[config.mk]
export PLATFORM = sky130hd
export DESIGN_NAME = coprime_exponent_picker_flat
export DESIGN_NICKNAME = d
export VERILOG_FILES = /design/src/rtl/coprime_exponent_picker_if.sv /design/src/rtl/coprime_exponent_picker.sv /design/src/flat_wrapper.sv
export SDC_FILE = /design/constraint.sdc
export NUM_CORES = 1
export LEC_CHECK = 0
export ABC_AREA = 1
export CORE_UTILIZATION = 45
export DETAILED_ROUTE_END_ITERATION = 8
export GPL_TIMING_DRIVEN = 0
export PLACE_DENSITY = 0.66
export SLEW_MARGIN = 10
export SYNTH_ARGS = -nofsm -noshare
export SYNTH_HDL_FRONTEND = slang
export SYNTH_SLANG_ARGS = --single-unit
[constraint.sdc]
create_clock -name clk -period 2.6 [get_ports clk]
set_input_delay 0.65 -clock clk [delete_from_list [all_inputs] [get_ports clk]]
set_output_delay 0.65 -clock clk [all_outputs]
set_load 0.005 [all_outputs]
[src/rtl/coprime_exponent_picker_if.sv]
`default_nettype none
// coprime_exponent_picker_if: request/result bundle between the exponent picker,
// its RNG source and the consumer of the accepted exponent.
interface coprime_exponent_picker_if #(
   parameter int W = 32
) ();
   logic         start;
   logic [W-1:0] phi;
   logic [W-1:0] rng_in;
   logic         rng_en;
   logic         busy;
   logic         done;
   logic         fail;
   logic [W-1:0] e_out;
   logic [7:0]   tries;

   modport master (
      output start, phi, rng_in,
      input  rng_en, busy, done, fail, e_out, tries
   );

   modport slave (
      input  start, phi, rng_in,
      output rng_en, busy, done, fail, e_out, tries
   );
endinterface
`default_nettype wire

[src/rtl/coprime_exponent_picker.sv]
`default_nettype none
// coprime_exponent_picker: draws RNG candidates until one is a valid RSA public
// exponent for phi (1 < e < phi, gcd(e,phi) == 1), using a one-step-per-cycle Stein GCD.
module coprime_exponent_picker #(
   parameter int W         = 32,
   parameter int MAX_TRIES = 255
) (
   input  logic                     clk,
   input  logic                     rst,
   coprime_exponent_picker_if.slave bus
);
   localparam logic [7:0] TRY_LIMIT = 8'(MAX_TRIES);
   localparam logic [W-1:0] ONE     = W'(1);

   typedef enum logic [2:0] {
      IDLE   = 3'd0,
      FETCH  = 3'd1,
      SAMPLE = 3'd2,
      GCD    = 3'd3,
      FINISH = 3'd4
   } state_t;

   state_t       state;
   state_t       state_nx;
   logic [W-1:0] phi_q;
   logic [W-1:0] cand;
   logic [W-1:0] a;
   logic [W-1:0] b;
   logic [W-1:0] e_q;
   logic [7:0]   tries_q;
   logic         fail_q;

   logic [7:0]   tries_inc;
   logic         sample_reject;
   logic         gcd_done;
   logic         gcd_accept;
   logic         limit_hit;

   always_comb begin
      tries_inc     = tries_q + 8'd1;
      sample_reject = (bus.rng_in <= ONE) || (bus.rng_in >= phi_q) ||
                      (!bus.rng_in[0] && !phi_q[0]);
      gcd_done      = (a == b);
      gcd_accept    = gcd_done && (a == ONE);
      limit_hit     = 1'b0;
      state_nx      = state;
      case (state)
         IDLE:    if (bus.start) state_nx = FETCH;
         FETCH:   state_nx = SAMPLE;
         SAMPLE: begin
            if (sample_reject) begin
               // tries_inc is the count including the candidate being rejected now
               limit_hit = (tries_inc == TRY_LIMIT);
               state_nx  = limit_hit ? FINISH : FETCH;
            end else begin
               state_nx = GCD;
            end
         end
         GCD: begin
            if (gcd_accept) begin
               state_nx = FINISH;
            end else if (gcd_done) begin
               limit_hit = (tries_q == TRY_LIMIT);
               state_nx  = limit_hit ? FINISH : FETCH;
            end
         end
         FINISH:  state_nx = IDLE;
         default: state_nx = IDLE;
      endcase
   end

   always_ff @(posedge clk) begin
      if (rst) begin
         state   <= IDLE;
         phi_q   <= '0;
         cand    <= '0;
         a       <= '0;
         b       <= '0;
         e_q     <= '0;
         tries_q <= 8'd0;
         fail_q  <= 1'b0;
      end else begin
         state <= state_nx;
         if (limit_hit) fail_q <= 1'b1;
         case (state)
            IDLE: begin
               if (bus.start) begin
                  phi_q   <= bus.phi;
                  tries_q <= 8'd0;
                  fail_q  <= 1'b0;
               end
            end
            SAMPLE: begin
               cand    <= bus.rng_in;
               tries_q <= tries_inc;
               if (!sample_reject) begin
                  a <= bus.rng_in;
                  b <= phi_q;
               end
            end
            GCD: begin
               if (gcd_done) begin
                  if (gcd_accept) e_q <= cand;
               end else if (!a[0]) begin
                  a <= a >> 1;
               end else if (!b[0]) begin
                  b <= b >> 1;
               end else if (a > b) begin
                  a <= a - b;
               end else begin
                  b <= b - a;
               end
            end
            default: ;
         endcase
      end
   end

   assign bus.rng_en = (state == FETCH);
   assign bus.busy   = (state != IDLE);
   assign bus.done   = (state == FINISH);
   assign bus.fail   = fail_q;
   assign bus.e_out  = e_q;
   assign bus.tries  = tries_q;
endmodule
`default_nettype wire
[src/flat_wrapper.sv]
// flat-port wrapper written by rule: the top's interface ports become plain ports
module coprime_exponent_picker_flat 
#(
   parameter int W         = 32,
   parameter int MAX_TRIES = 255
)
  (clk, rst, bus_start, bus_phi, bus_rng_in, bus_rng_en, bus_busy, bus_done, bus_fail, bus_e_out, bus_tries);
  coprime_exponent_picker_if #(.W(W)) bus_i ();
  input  logic clk;
  input  logic rst;
  input wire logic [$bits(bus_i.start)-1:0] bus_start;
  input wire logic [$bits(bus_i.phi)-1:0] bus_phi;
  input wire logic [$bits(bus_i.rng_in)-1:0] bus_rng_in;
  output wire logic [$bits(bus_i.rng_en)-1:0] bus_rng_en;
  output wire logic [$bits(bus_i.busy)-1:0] bus_busy;
  output wire logic [$bits(bus_i.done)-1:0] bus_done;
  output wire logic [$bits(bus_i.fail)-1:0] bus_fail;
  output wire logic [$bits(bus_i.e_out)-1:0] bus_e_out;
  output wire logic [$bits(bus_i.tries)-1:0] bus_tries;
  assign bus_i.start = bus_start;
  assign bus_i.phi = bus_phi;
  assign bus_i.rng_in = bus_rng_in;
  assign bus_rng_en = bus_i.rng_en;
  assign bus_busy = bus_i.busy;
  assign bus_done = bus_i.done;
  assign bus_fail = bus_i.fail;
  assign bus_e_out = bus_i.e_out;
  assign bus_tries = bus_i.tries;
  coprime_exponent_picker #(.W(W), .MAX_TRIES(MAX_TRIES)) u_core (.clk(clk), .rst(rst), .bus(bus_i));
endmodule
==> metrics.md <==
| Metric | Value |
|---|---|
| Clock period minus worst slack | `2.56 ns` |
| Async SR Flop Fraction | `0%` |
| Overall Global Routing Usage | `34.2%` |
| Netlist cell types | `39` |
| CTS tree | `yes` |
| Max Buffers Root-to-Sink | `2` |
| WL/cell | `18.7 um` |
| Synth Area in XOR/XNOR | `1.99%` |
| Mean area per synthesized cell | `5.99 sq um` |
| Vias in the first global route | `14100` |
| Post-Layout Inst Area | `16900 sq um` |
| Synth top cells by count | `nand2_1, inv_1, nor2_1, a21oi_1, dfxtp_1` |
| Routed wire length | `52200 um` |
| Core Area | `28800 sq um` |
| Drt pass-1 iters | `6` |
| Initial DRC count | `1458` |
| Post-Syn Instances | `2205` |
| RSZ-0062 raised after global routing | `yes` |
| Worst Path Required | `2.94 ns` |
| Number of synthesized register bits | `172` |
| CP most frequent cell | `nand2_2` |
| Nets@finish | `2557` |
| Netlist Area Pre-Place | `13200 sq um` |
| Worst R2R Start | `u_core.b[0]$_SDFFE_PP0P_` |
| Die area | `30000 sq um` |
| Area leader, netlist | `dfxtp_1` |
| Post-synthesis mux area share | `0%` |
| Crit end category | `flop` |
| Final hold violations | `0` |
| Adder-cell share of the synthesized area | `9.59%` |
| Vias per cell | `5.45` |
| Worst Path Arrival | `2.90 ns` |
| Synth top area cells | `dfxtp_1, nand2_1, ha_1, inv_1, a21oi_1` |
| Register area share after synthesis | `26.1%` |
| Worst-path fanout max | `10` |
| CP Launch Point | `u_core.b[0]$_SDFFE_PP0P_` |
| CTS Root Cell | `clkbuf_16` |
| DP HPWL | `41800 um` |
| R2R setup slack | `0.04 ns` |
| Crit Path Category | `flop to flop` |
| Routability Congestion | `1.03` |
| Compound-Gate Fraction of Synth Area | `15.4%` |
| Fraction of layout cells with a size suffix above 1 | `13.7%` |
| Maximum clock rate | `390 MHz` |
| Synth Warn # | `0` |
| Least-Margin Pin Slew | `0.721 ns` |
| ANT cells | `0` |
| Post-DP Area | `14800 sq um` |
| DR vias | `15200` |
| Synth top area share | `26.1%` |
| Post-synth EDFFs | `0` |
| Area grow syn2layout | `28.2%` |
| Placed cell count | `2698` |
| Pwr/cell area | `1240 nW/um^2` |
| Die span in x | `173 um` |
| Worst path cell trace | `ha_2 > inv_2 > fa_2 > nand3_2 > nand3_2 > nand2_2 > nand2_4 > nand2_2 > nand2_2 > nand2_2 > nand2_4 > nand2_4 > buf_4 > o21ai_4 > buf_12 > buf_4 > a21oi_1 > nor2_1` |
| Crit start category | `flop` |
| Peak VDD IR | `628 uV` |
| Reg2Reg Depth | `18` |
| Sink Count | `172` |
| Synth Net Count | `2372` |
| Reg clk slew, reported paths | `0.07 ns` |
| Std cell rows | `62` |
| Port-buffer cells | `109` |
| Pins Over Slew Limit | `0` |
| Sum Neg Setup Slack | `0 ns` |
| Worst-Skew Late Latency | `0.44 ns` |
| CTS hold repair buffers | `0` |
| Largest family of logic cells by synthesized area | `simple AND/OR/NAND/NOR gates` |
| Max Cap Viol | `0` |
| Rel. slew slack | `51.9%` |
| Initial Util | `45.9%` |
| Leakage | `8.15 nW` |
| Dominant synthesized flop cell | `dfxtp_1` |
| CTS Buf Count | `17` |
| IO Count | `111` |
| Top-count cell post-synth | `nand2_1` |
| Synth Area in Simple Gates | `34.4%` |
| Number of antenna violations at the first check in global routing | `0` |
| Final setup viols | `0` |
| Worst flop-to-flop path endpoint | `u_core.a[22]$_SDFFE_PP0P_` |
| Final cycle utilization of the critical path | `98.5%` |
| Final cell count without fillers | `2787` |
| Die Ht | `173 um` |
| DRC viols | `0` |
| Worst Setup EP | `u_core.a[22]$_SDFFE_PP0P_` |
| Status | `completed` |
| Crit-path slowest cell | `fa_2` |
| H-Tree Level Count | `4` |
| Largest net degree at the start of global routing | `17` |
| First-pass GRT wire length | `78500 um` |
| DRT antenna net count | `0` |
| Skew final | `0.0103 ns` |
| HP Class | `flop to flop` |
| Grt ovf | `0` |
| Critical Path Max Stage Delay | `0.39 ns` |
-- logic make-up after synthesis --
kind of cell / Yosys count
and+or+nand+nor: 1100
AOI/OAI and AO/OA: 382
DFF: 172
buffers and inverters: 421
adders and majority gates: 100
xor gates and xnor gates: 30
-- critical path: cells and delay by family (launching register included) --
kind                     cells  cell delay, ns
AND/OR/NAND/NOR             10            0.73
adder cells (fa/ha/maj)      2            0.57
buffers and inverters        4            0.54
flip-flops                   1            0.38
AO/OA/AOI/OAI                2            0.24
-- per-layer routing --
layer	global-route usage, %	vias up	wire [um]
met2	55.3	628	23700
met3	5.07	132	3430
met4	15.8	0	2450
met5	0	-	0
met1	44.7	7056	22600
li1	-	7382	-
-- final cells by class --
type | instances | area (sq um)
Inverter | 330 | 1250
Tap cell | 384 | 480
Buffer | 88 | 613
Clock buffer | 18 | 429
Sequential cell | 172 | 3480
Timing Repair Buffer | 167 | 1630
Multi-Input combinational cell | 1613 | 8910
Timing Repair inverter | 1 | 3.75
Fill cell | 2871 | 11900
Clock inverter | 14 | 123
-- state kept, by name, summed over array words and instances (netlist names) --
| signal | count |
|---|---|
| u_core.phi_q | 32 |
| u_core.b | 32 |
| u_core.bus.e_out | 32 |
| u_core.a | 32 |
| u_core.state | 3 |
| u_core.bus.tries | 8 |
| u_core.bus.fail | 1 |
| u_core.cand | 32 |
-- placed cells by master (no fill, tap or decap), types with 12 or more instances in the layout --
cell type	count
nand2_1	587
inv_1	298
nor2_1	250
a21oi_1	203
dfxtp_1	144
nand3_1	124
o21ai_0	113
clkdlybuf4s50_1	89
ha_1	65
buf_4	55
clkbuf_1	45
nand4_1	35
nand2_2	34
ha_4	32
inv_2	28
dfxtp_2	26
a211oi_1	21
buf_6	19
clkbuf_16	19
xor2_1	16
o22ai_1	16
nand2_4	15
dlymetal6s2s_1	12
-- worst min-delay path by stage --
| stage | cells after the start | from | end | slack, ns |
|---|---|---|---|---|
| after detailed placement | 2 | u_core.cand[23]$_SDFFE_PP0P_ | u_core.bus.e_out[23]$_SDFFE_PP0P_ | 0.45 |
| after CTS | 2 | u_core.cand[23]$_SDFFE_PP0P_ | u_core.bus.e_out[23]$_SDFFE_PP0P_ | 0.46 |
| after floorplan | 2 | u_core.cand[1]$_SDFFE_PP0P_ | u_core.cand[1]$_SDFFE_PP0P_ | 0.43 |
| after global placement | 2 | u_core.cand[26]$_SDFFE_PP0P_ | u_core.cand[26]$_SDFFE_PP0P_ | 0.44 |
| after global routing | 2 | u_core.cand[17]$_SDFFE_PP0P_ | u_core.bus.e_out[17]$_SDFFE_PP0P_ | 0.48 |
| final | 2 | u_core.cand[26]$_SDFFE_PP0P_ | u_core.cand[26]$_SDFFE_PP0P_ | 0.46 |
-- power breakdown --
part / total [W] / internal (W) / switching (W) / leakage (nW)
Clock: 0.00248 / 0.00132 / 0.00117 / 0.258
Sequential: 0.00342 / 0.00309 / 0.000329 / 1.41
Combinational: 0.0151 / 0.00504 / 0.0100 / 6.47
Total: 0.0210 / 0.00945 / 0.0115 / 8.15
-- per-stage QoR --
step / util, % / worst slack [ns] / power (W) / hold slack [ns]
detailed placement: 51.3 / -1.10 / 0.0158 / 0.448
finish: 58.8 / 0.0390 / 0.0210 / 0.458
global placement: 51.3 / -1.06 / 0.0157 / 0.443
CTS: 56.3 / -0.0199 / 0.0195 / 0.455
floorplan: - / 0.162 / 0.0118 / 0.430
global route: 58.8 / -0.0484 / 0.0225 / 0.477
-- repair_timing --
| item | CTS | global route |
|---|---|---|
| gates resized for setup | 171 | 160 |
| buffers inserted | 29 | 26 |
| gates cloned | 3 | 2 |
| setup endpoints to repair | 97 | 95 |
| pin swaps | 22 | 39 |
Note: power is estimated with default switching activity, not from simulation.
